File: src/rtl/fetch_queue.sv
// Decoupled instruction-fetch front end: PC counter, one-deep in-flight tracking
// against a 1-cycle synchronous imem, and a DEPTH-entry {pc, instr} queue to decode.
module fetch_queue #(
    parameter int PC_W     = 9,
    parameter int INS_W    = 32,
    parameter int DEPTH    = 4,
    parameter int RESET_PC = 0
) (
    input  logic                         clk,
    input  logic                         reset,
    output logic                         imem_en,
    output logic [PC_W-1:0]              imem_addr,
    input  logic [INS_W-1:0]             imem_rdata,
    output logic                         id_valid,
    output logic [PC_W-1:0]              id_pc,
    output logic [INS_W-1:0]             id_instr,
    input  logic                         id_stall,
    input  logic                         redirect,
    input  logic [PC_W-1:0]              redirect_pc,
    input  logic                         halt,
    output logic [$clog2(DEPTH+1)-1:0]   q_count,
    output logic [PC_W-1:0]              fetch_pc
);

    localparam int PTR_W = $clog2(DEPTH);
    localparam int CNT_W = $clog2(DEPTH+1);
    localparam logic [PC_W-1:0]  PC_RST   = PC_W'(RESET_PC);
    localparam logic [PC_W-1:0]  PC_STEP  = PC_W'(4);
    localparam logic [PC_W-1:0]  PC_MASK  = {{(PC_W-2){1'b1}}, 2'b00};
    localparam logic [PTR_W-1:0] PTR_ONE  = PTR_W'(1);
    localparam logic [CNT_W-1:0] CNT_ONE  = CNT_W'(1);
    localparam logic [CNT_W-1:0] CNT_FULL = CNT_W'(DEPTH);
    localparam logic [CNT_W:0]   CREDIT_LIM = (CNT_W+1)'(DEPTH);

    logic [PC_W-1:0]  fetch_pc_r;
    logic             inflight_v_r;
    logic [PC_W-1:0]  inflight_pc_r;
    logic [PTR_W-1:0] rd_ptr_r;
    logic [PTR_W-1:0] wr_ptr_r;
    logic [CNT_W-1:0] count_r;
    logic [PC_W-1:0]  pc_q_r  [DEPTH];
    logic [INS_W-1:0] ins_q_r [DEPTH];

    logic             valid_s;
    logic             pop_s;
    logic             push_s;
    logic             issue_s;
    logic [CNT_W:0]   credit_s;

    // Handshake and credit decode; credit counts queued + in-flight slots after this cycle's pop.
    always_comb begin
        valid_s  = (count_r != {CNT_W{1'b0}});
        pop_s    = valid_s && !id_stall && !redirect && !reset;
        push_s   = inflight_v_r && !redirect && !reset;
        credit_s = {1'b0, count_r}
                 + {{CNT_W{1'b0}}, inflight_v_r}
                 - {{CNT_W{1'b0}}, pop_s};
        issue_s  = !reset && !redirect && !halt && (credit_s < CREDIT_LIM);
    end

    // Fetch PC, in-flight tracking and queue pointers; redirect flushes everything.
    always_ff @(posedge clk) begin
        if (reset) begin
            fetch_pc_r    <= PC_RST;
            inflight_v_r  <= 1'b0;
            inflight_pc_r <= {PC_W{1'b0}};
            rd_ptr_r      <= {PTR_W{1'b0}};
            wr_ptr_r      <= {PTR_W{1'b0}};
            count_r       <= {CNT_W{1'b0}};
        end else if (redirect) begin
            fetch_pc_r    <= redirect_pc & PC_MASK;
            inflight_v_r  <= 1'b0;
            rd_ptr_r      <= {PTR_W{1'b0}};
            wr_ptr_r      <= {PTR_W{1'b0}};
            count_r       <= {CNT_W{1'b0}};
        end else begin
            if (issue_s) begin
                inflight_v_r  <= 1'b1;
                inflight_pc_r <= fetch_pc_r;
                fetch_pc_r    <= fetch_pc_r + PC_STEP;
            end else begin
                inflight_v_r  <= 1'b0;
            end
            if (push_s) begin
                wr_ptr_r <= wr_ptr_r + PTR_ONE;
            end
            if (pop_s) begin
                rd_ptr_r <= rd_ptr_r + PTR_ONE;
            end
            case ({push_s, pop_s})
                2'b10:   count_r <= count_r + CNT_ONE;
                2'b01:   count_r <= count_r - CNT_ONE;
                default: count_r <= count_r;
            endcase
        end
    end

    // Queue storage; contents are only observable through valid entries, so no reset.
    always_ff @(posedge clk) begin
        if (push_s) begin
            pc_q_r[wr_ptr_r]  <= inflight_pc_r;
            ins_q_r[wr_ptr_r] <= imem_rdata;
        end
    end

    assign imem_en   = issue_s;
    assign imem_addr = fetch_pc_r;
    assign id_valid  = valid_s;
    assign id_pc     = valid_s ? pc_q_r[rd_ptr_r]  : {PC_W{1'b0}};
    assign id_instr  = valid_s ? ins_q_r[rd_ptr_r] : {INS_W{1'b0}};
    assign q_count   = count_r;
    assign fetch_pc  = fetch_pc_r;

    fetch_queue_chk #(.CNT_W(CNT_W), .DEPTH(DEPTH)) u_chk (
        .clk   (clk),
        .reset (reset),
        .push  (push_s),
        .pop   (pop_s),
        .count (count_r),
        .full  (count_r == CNT_FULL)
    );

endmodule

// Protocol checks for fetch_queue: a response must never land in a full queue.
module fetch_queue_chk #(
    parameter int CNT_W = 3,
    parameter int DEPTH = 4
) (
    input logic             clk,
    input logic             reset,
    input logic             push,
    input logic             pop,
    input logic [CNT_W-1:0] count,
    input logic             full
);

    // Credit-based issue must keep occupancy within DEPTH.
    assert property (@(posedge clk) disable iff (reset) !(push && !pop && full));
    assert property (@(posedge clk) disable iff (reset) count <= CNT_W'(DEPTH));

endmodule

File: config.mk
export PLATFORM = sky130hd
export DESIGN_NAME = fetch_queue
export DESIGN_NICKNAME = d
export VERILOG_FILES = /design/src/rtl/fetch_queue.sv
export SDC_FILE = /design/constraint.sdc
export NUM_CORES = 1
export LEC_CHECK = 0
export ABC_CLOCK_PERIOD_IN_PS = 4000
export BUFFER_PORTS_ARGS = -buffer_cell sky130_fd_sc_hd__clkbuf_2
export CAP_MARGIN = 20
export CORE_ASPECT_RATIO = 1.5
export CORE_UTILIZATION = 30
export CTS_BUF_LIST = sky130_fd_sc_hd__clkbuf_2
export DETAILED_ROUTE_END_ITERATION = 12
export PLACE_DENSITY = 0.47
export SETUP_SLACK_MARGIN = 0.15
export SLEW_MARGIN = 10
export SYNTH_ARGS = -nofsm -noshare
export SYNTH_HDL_FRONTEND = slang
export SYNTH_SLANG_ARGS = --single-unit
File: constraint.sdc
create_clock -name clk -period 4 [get_ports clk]
set_clock_uncertainty 0.1 [all_clocks]
set_input_delay 0.4 -clock clk [delete_from_list [all_inputs] [get_ports clk]]
set_output_delay 0.4 -clock clk [all_outputs]
set_load 0.05 [all_outputs]
# After elaboration in Yosys (flattened, before gate mapping)
# Memory sizes are Yosys's and may differ from the RTL's. A register that Yosys moved wholly into a read port is not among the register bits.
# Index checks and enable logic that the tools add are counted.
[classes]
add_sub_neg = 7
order_cmp = 1
n_eq_ne = 2
mux = 12
bitwise_logic = 1
reduce_logical = 17
[ops]
columns = ["cell", "n"]
rows = [
  ["32-bit 2-to-1 mux", 1],
  ["9-bit 2-to-1 mux", 3],
  ["9-bit by 3-bit adder with 9-bit output, second input constant", 1],
  ["1-bit logical AND", 8],
  ["2-bit 2-to-1 mux", 4],
  ["3-bit case mux with 2 select lines", 1],
  ["2-bit by 1-bit adder with 2-bit output, second input constant", 2],
  ["3-bit by 1-bit adder with 4-bit output", 1],
  ["1-bit zero test", 4],
  ["4-bit by 3-bit less-than comparator with 1-bit output, second input constant", 1],
  ["2-bit nonzero test", 2],
  ["4-bit by 1-bit subtractor with 4-bit output", 1],
  ["3-bit by 1-bit adder with 3-bit output, second input constant", 1],
  ["1-bit 2-to-1 mux", 3],
  ["3-bit nonzero test", 1],
  ["3-bit by 1-bit subtractor with 3-bit output, second input constant", 1],
  ["2-bit by 1-bit equality test with 1-bit output, second input constant", 1],
  ["2-bit equality test, second input constant", 1],
  ["2-bit AND reduction", 1],
  ["2-bit OR reduction", 1],
  ["1-bit inverter", 1],
]
[totals]
regBits = 26
mem_bits_rw = 164
in_bits = 46
out_inout_bits = 64
wordCells = 49
mem_count = 2
[memory_table]
columns = ["name", "depth", "width", "read_ports", "rd_clocked_by_memory_dff", "wr", "line", "text"]
rows = [
  ["ins_q_r", 4, 32, 1, 1, 1, "42", "logic [INS_W-1:0] ins_q_r [DEPTH];"],
  ["pc_q_r", 4, 9, 1, 1, 1, "41", "logic [PC_W-1:0] pc_q_r [DEPTH];"],
]

# Logic depth before layout (Yosys ltp)
# Gate-level depths: netlist of run 1.
[logic_depth]
word_depth = 9
mapped_depth = 13
mapped_depth_nobuf = 9

# Worst setup path before layout of run 1
# No wires, ideal clock.
[synth_timing]
kind = "input to output"
from = "input port reset"
to = "output port imem_en"
arrival_time_ns = 3.192
t_required_ns = 3.500
slack_ns = 0.308
cell_stages = 12
path_buffers = 4
cell_sequence = "clkbuf_1 or2_2 clkbuf_1 nor3_1 ha_1 inv_1 ha_1 and3b_1 buf_6 or4_1 buf_2 nand2_1"
[synth_via]
elab_chain_cells = 5
elab_cells_between_ends = 7
cone_classes = "add/sub (1); order compare (1); reduce/logical (5)"
[synth_rtl]
columns = ["element", "line", "text"]
rows = [
  ["start, declared", "10", "input logic reset,"],
  ["1-bit zero test", "53", "pop_s = valid_s && !id_stall && !redirect && !reset;"],
  ["1-bit logical AND", "53", ""],
  ["via pop_s", "45", "logic pop_s;"],
  ["4-bit by 1-bit subtractor with 4-bit output", "57", "- {{CNT_W{1'b0}}, pop_s};"],
  ["4-bit by 3-bit less-than comparator with 1-bit output", "58", "issue_s = !reset && !redirect && !halt && (credit_s < CREDIT_LIM);"],
  ["1-bit logical AND", "58", ""],
  ["end, declared", "11", "output logic imem_en,"],
]
# The timed path passes the listed nets, and every way through them passes these cells.

# Final worst setup path of run 1
# Ends and elaborated chain as after synthesis.

==> key figures, run 1 <==
Place
  – Gpl congestion: roughly 0.71
  – Cell count after placement: 840
  – Hpwl dp: 9.34 mm
  – Placement Cell Area: between 0.008 and 0.009 sq mm
  – Port Buffers: 101

Power and ir drop
  – Max VDD drop: 0.149 mV
  – Sw power: 730 uW
  – Combinational share of power: 0.061
  – Power Density: 354 mW/mm^2
  – Leak: 0.00308 uW
  – Sequential share of power: 0.643
  – Switching part of the total: 0.228
  – Cell-internal power: 2470 uW
  – Clock network fraction of design power: 0.295

Routing
  – Wire per inst: 16.8 microns
  – Via count: 4243
  – Drt first pass iters: 4
  – Initial drt markers: 241
  – WL met3: about 550 microns
  – Via density: 4.57
  – WL final: 15.7 mm
  – Antenna Nets Post-Route: 0
  – DRC: 0
  – Met2 WL: 8.25 mm
  – Met1 wire length: 6.61 mm
  – Top Layer Used: met4

Setup path
  – CP Cell Sequence: dlygate4sd3_1 -> clkbuf_2 -> or2_2 -> nor3_2 -> ha_1 -> inv_1 -> ha_1 -> and3b_1 -> or4_1 -> nand2_1 -> buf_6
  – Most Frequent Cell on Critical Path: ha_1
  – Kind of critical path: in2out
  – CP endpoint kind: primary output
  – Worst Path Required: 3.50 ns
  – Critical path's top delay family: simple AND/OR/NAND/NOR gates
  – Critical path arrival: 3.14 ns
  – CP Max Fanout: 8
  – Slowest stage delay, CP: 0.54 ns
  – Critical path's slowest cell: or4_1
  – Bufs and invs on worst path: 4
  – Critical Path Source Type: primary input

Timing
  – Hold WS: approximately 0.13 ns
  – Total Negative Setup Slacks: 0 ns
  – Final min period: 3.64 ns
  – Final hold viol count: 0
  – Worst-margin pin slew: 0.833 ns
  – Final Cycle Share: 0.909
  – Final setup viols: 0
  – Unrepaired setup endpoints after global routing: false
  – Final max-slew violation count: 0
  – Slew Limit Headroom: 0.444
  – Max Clock Freq: 275 MHz

Global routing
  – Global-route wire length before repair: roughly 25 mm
  – Largest net degree at the start of global routing: 42
  – Initial antenna violation count: 1
  – Global route overflow: 0
  – Number of global-route vias before repair: 4533
  – GRT Total Usage: 0.134

Yosys
  – Seq/Total Area, Yosys: 0.699
  – Ys Warns: 0
  – Most common cell in the netlist: edfxtp_1
  – Yosys top cell by area: edfxtp_1
  – Primary FF master, synth: edfxtp_1
  – Async S/R FF share, synth: 0
  – Leading cell types by count after synthesis: edfxtp_1, nor2b_1, mux4_2, dfxtp_1, clkbuf_1
  – EDFF count, synth: 156
  – Yosys cell types: 48
  – Post-synth top area share: 0.634
  – Cell Area, Synth: 0.00739 sq mm
  – Synth Register Bits: between 150 and 200
  – Syn_area_per_cell: 17.0 sq um
  – Post-synthesis cell count: 435
  – Synth area leaders: edfxtp_1, mux4_2, dfxtp_1, nor2b_1, ha_1

Die
  – DIE HEIGHT: approximately 190 microns
  – IO Pins: 110
  – Die Area: 0.0253 sq mm
  – # rows: 70
  – Starting density of the core: 0.305
  – Core area: between 0.02 and 0.025 sq mm
  – Die Width: 130 microns

Finish
  – Core Util, Final: 0.373
  – Finished Layout Cells: 929
  – Filler Cell Count: 2381
  – Area occupied by multi-input gates: slightly above 0.002 sq mm
  – Nets@finish: 647
  – Fraction of layout cells with a size suffix above 1: 0.331
  – Post-route design area: roughly 0.009 sq mm
  – Synthesis-to-layout area growth: 22.3%
  – FF+latch area: 0.00518 sq mm

CTS
  – Root Driver: clkbuf_2
  – H-tree levels: 4
  – CTS Buffer Depth: 2
  – Clock Pin Slew Worst Setup and Hold Paths: 0.23 ns
  – Clk sinks: 180
  – TritonCTS Buffers: 17
  – CTS tree: built
  – Skew-Pair Late Insertion Delay: 0.74 ns

Status
  – Status: completed

Run
  – Number of max-cap violations: 0

Min path
  – Hold WC Path Type: in2reg
-- cells in the final DEF (no fill, tap or decap), types with 3 or more instances in the layout --
master and instances:
nor3_1 3, dfxtp_4 4, and3_2 4, buf_4 16, nor2b_1 44, a21oi_1 11, dfxtp_1 19, bufinv_16 3
nor4_1 8, nor3b_1 3, ha_1 9, nand3_1 14, nand2_1 7, xnor2_1 4, clkinv_2 3, nor2_1 11
inv_1 12, clkbuf_2 120, edfxtp_1 156, mux4_2 39, dlygate4sd3_1 52, conb_1 6, or4_1 3, o21ai_0 13
clkinv_1 3
-- final cells by class --
type,instances,share of cell area
multi-input combinational,211,0.223
inverter,12,0.00498
antenna,1,0.000277
timing repair buffer,169,0.127
tap,324,0.0449
clock buffer,20,0.0111
sequential,180,0.573
clock inverter,12,0.0155
-- routing by layer --
layer	vias up	GRT usage
met5	-	0
met4	0	0.0491
met3	17	0.0334
met2	89	0.235
met1	2153	0.154
li1	1984	-
-- flip-flops by register name, indices dropped and copies added (netlist names), named ones only --
register and flops:
fetch_pc 7, inflight_pc_r 7, inflight_v_r 1, ins_q_r 128, pc_q_r 28, q_count 3
rd_ptr_r 2, wr_ptr_r 2
-- power by group through the flow --
stage,Sequential (uW),Clock (uW),Combinational (uW)
finish,2060,945,196
global route,2060,1050,211
CTS,2060,983,197
detailed placement,2100,0,153
global placement,2100,0,149
floorplan,2110,0,89.4
-- tightest hold or removal path, cell delays in order --
cell	delay, ns
clkbuf_2	0.08
buf_4	0.20
a2111oi_4	0.20
nor3_1	0.08
-- cells by family after synthesis --
kind of cell	after synthesis	share of synthesized area
buffers and inverters	49	0.0337
XOR/XNOR	6	0.00711
multiplexers	40	0.120
other	1	0.000507
AO/OA/AOI/OAI	35	0.0310
flip-flops	180	0.699
AND/OR/NAND/NOR	114	0.0909
adder cells (fa/ha/maj)	10	0.0179
-- through the flow --
| stage | setup WS [ns] | total power (uW) |
|---|---|---|
| 2_1_floorplan | 0.308 | 2200 |
| 3_3_place_gp | 0.473 | 2250 |
| 3_5_place_dp | 0.441 | 2250 |
| 4_1_cts | 0.223 | 3240 |
| 5_1_grt | 0.172 | 3320 |
| 6_report | 0.362 | 3200 |
-- final timing paths --
path,startpoint,slack (ns),depth (start not counted),to
max,reset,0.36,11,imem_en
min,redirect,0.13,4,fetch_pc[7]
max reg2reg,q_count[2],0.78,10,fetch_pc[3]
min reg2reg,inflight_pc_r[4],0.41,0,pc_q_r[1][4]
-- repair_timing --
action	4_1_cts	5_1_grt
hold endpoints to repair	152	0
hold buffers	52	0
gates resized for setup	7	3
setup endpoints to repair	1	1
gates cloned	0	0
pin swaps	1	0
buffers inserted	1	3
(Power assumes the default switching activity.)
==> inputs of run 2 (changes only) <==
Settings changed: ABC_CLOCK_PERIOD_IN_PS 4000 to 4700, TNS_END_PERCENT set to 20.
Clock period 4 ns to 4.7 ns, I/O delays scaled along.
==> key figures, run 2 (synthesized netlist as in run 1, its figures left out) <==
Routing
  – Initial drt markers: 177 (was 241)
  – Via density: 4.60 (was 4.57)
  – DRC: 0 (unchanged)
  – Via count: 4201 (was 4243)
  – Drt first pass iters: 4 (unchanged)
  – Antenna Nets Post-Route: 0 (unchanged)
  – Wire per inst: 16.8 microns (about the same)
  – WL final: 15.3 mm (was 15.7 mm)

Global routing
  – Largest net degree at the start of global routing: 42 (unchanged)
  – GRT Total Usage: 0.130 (was 0.134)
  – Initial antenna violation count: 1 (unchanged)
  – Global route overflow: 0 (unchanged)
  – Number of global-route vias before repair: 4415 (was 4533)
  – Global-route wire length before repair: 23.9 mm (was 24.8 mm)

Finish
  – Biggest regs: ins_q_r: 128 flops, pc_q_r: 28 flops (unchanged)
  – Biggest register: ins_q_r (unchanged)
  – Post-route design area: 0.00885 sq mm (was 0.00904 sq mm)
  – Core Util, Final: 0.365 (was 0.373)
  – Synthesis-to-layout area growth: 19.8% (was 22.3%)
  – Nets@finish: 632 (was 647)
  – Max reg flops: 128 (unchanged)
  – Most common cell after layout, fill and taps aside: edfxtp_1 (unchanged)
  – Commonest cells after routing, fill and taps aside: edfxtp_1, clkbuf_2, dlygate4sd3_1, nor2b_1, mux4_2 (unchanged)
  – Fraction of layout cells with a size suffix above 1: 0.319 (was 0.331)

Place
  – Placement Cell Area: 0.00819 sq mm (was 0.00822 sq mm)
  – Port Buffers: 101 (unchanged)
  – Hpwl dp: 9.34 mm (about the same)
  – Gpl congestion: 0.674 (was 0.712)

Power and ir drop
  – Leak: 0.00298 uW (was 0.00308 uW)
  – Power Density: 294 mW/mm^2 (was 354 mW/mm^2)
  – Overall power: 2610 uW (was 3200 uW)
  – Max VDD drop: 0.145 mV (was 0.149 mV)

Run
  – Number of max-cap violations: 0 (unchanged)

CTS
  – CTS Buffer Depth: 2 (unchanged)
  – H-tree levels: 4 (unchanged)
  – Skew-Pair Late Insertion Delay: 0.74 ns (about the same)
  – Clk sinks: 180 (unchanged)
  – Post CTS Setup Buffer Count: 0 (was 1)
  – CTS tree: built (unchanged)
  – Clock Pin Slew Worst Setup and Hold Paths: 0.24 ns (was 0.23 ns)
  – TritonCTS Buffers: 17 (unchanged)
  – Root Driver: clkbuf_2 (unchanged)

Timing
  – Total Negative Setup Slacks: 0 ns (unchanged)
  – Hold WS: 0.283 ns (was 0.134 ns)
  – Final Cycle Share: 0.926
  – Max Clock Freq: 230 MHz
  – Final hold viol count: 0 (unchanged)
  – Slew Limit Headroom: 0.339 (was 0.444)
  – Unrepaired setup endpoints after global routing: false (unchanged)
  – Final max-slew violation count: 0 (unchanged)
  – Worst-margin pin slew: 0.982 ns (was 0.833 ns)
  – Final setup viols: 0 (unchanged)
  – Final min period: around 4.4 ns

Min path
  – Hold WC Path Type: in2reg (unchanged)

Setup path
  – Reg2Reg Setup Slack: 1.03 ns (was 0.78 ns)
  – Worst Path Required: 4.13 ns (was 3.50 ns)
  – CP Max Fanout: 20 (was 8)
  – Critical Path Source Type: primary input (unchanged)
  – CP endpoint kind: primary output (unchanged)
  – Kind of critical path: in2out (unchanged)
  – Critical path arrival: 3.78 ns (was 3.14 ns)

Die
  – IO Pins: 110 (unchanged)
  – # rows: 70 (unchanged)
  – Core area: 0.0243 sq mm (unchanged)
  – DIE HEIGHT: 194 microns (unchanged)
  – Die Area: 0.0253 sq mm (unchanged)
  – Starting density of the core: 0.305 (unchanged)
  – Die Width: 130 microns (unchanged)

Status
  – Status: completed (unchanged)
==> run 2: where the power goes <==
| part | switching (uW) | leakage, uW | internal [uW] | total (uW) |
|---|---|---|---|---|
| sequential | 12.8 | 0.00162 | 1740 | 1750 |
| combinational | 98.4 | 0.00124 | 61.0 | 159 |
| clock | 506 | 0.000124 | 188 | 695 |
==> run 2: path summary, 6_finish.rpt <==
kind                      endpoint             start  depth (start not counted)
hold / removal         fetch_pc[7]          redirect                          3
hold reg to reg   inflight_pc_r[8]  inflight_pc_r[8]                          2
setup / recovery           imem_en             reset                         11
setup reg to reg       fetch_pc[3]        q_count[2]                         10
==> run 2: what timing repair did <==
| action | in CTS | in global routing |
|---|---|---|
| endpoints found under the setup margin | 0 | 1 |
| gates resized for setup | 0 | 1 |
| hold endpoints to repair | 147 | 0 |
| hold buffers | 45 | 0 |
==> run 2: per-layer routing <==
layer,up-vias,part of all wire,global-route usage
met5,-,0,0
met4,0,0.023,0.0564
met3,21,0.039,0.0328
met2,91,0.53,0.228
met1,2131,0.41,0.147
li1,1958,-,-
==> run 2: final cells by class <==
type	instances	area, sq um
tap	324	405
fill	2360	15400
multi-input combinational	211	2010
sequential	180	5170
clock inverter	14	114
inverter	12	45.0
timing repair buffer	154	1020
antenna	1	2.50
clock buffer	18	90.1
==> run 2: critical path, cell delays in order <==
cell           delay, ns
dlygate4sd3_1       0.53
clkbuf_2            0.30
or2_2               0.49
nor3_2              0.24
ha_1                0.19
inv_1               0.04
ha_1                0.27
and3b_1             0.25
or4_1               0.56
nand2_1             0.15
clkbuf_2            0.30
==> run 2: stage by stage <==
step / instances / setup slack, ns
6_report: 914 / 0.346
2_1_floorplan: 440 / 0.868
5_1_grt: 914 / 0.176
4_1_cts: 913 / 0.195
3_3_place_gp: 836 / 0.767
3_5_place_dp: 836 / 0.720
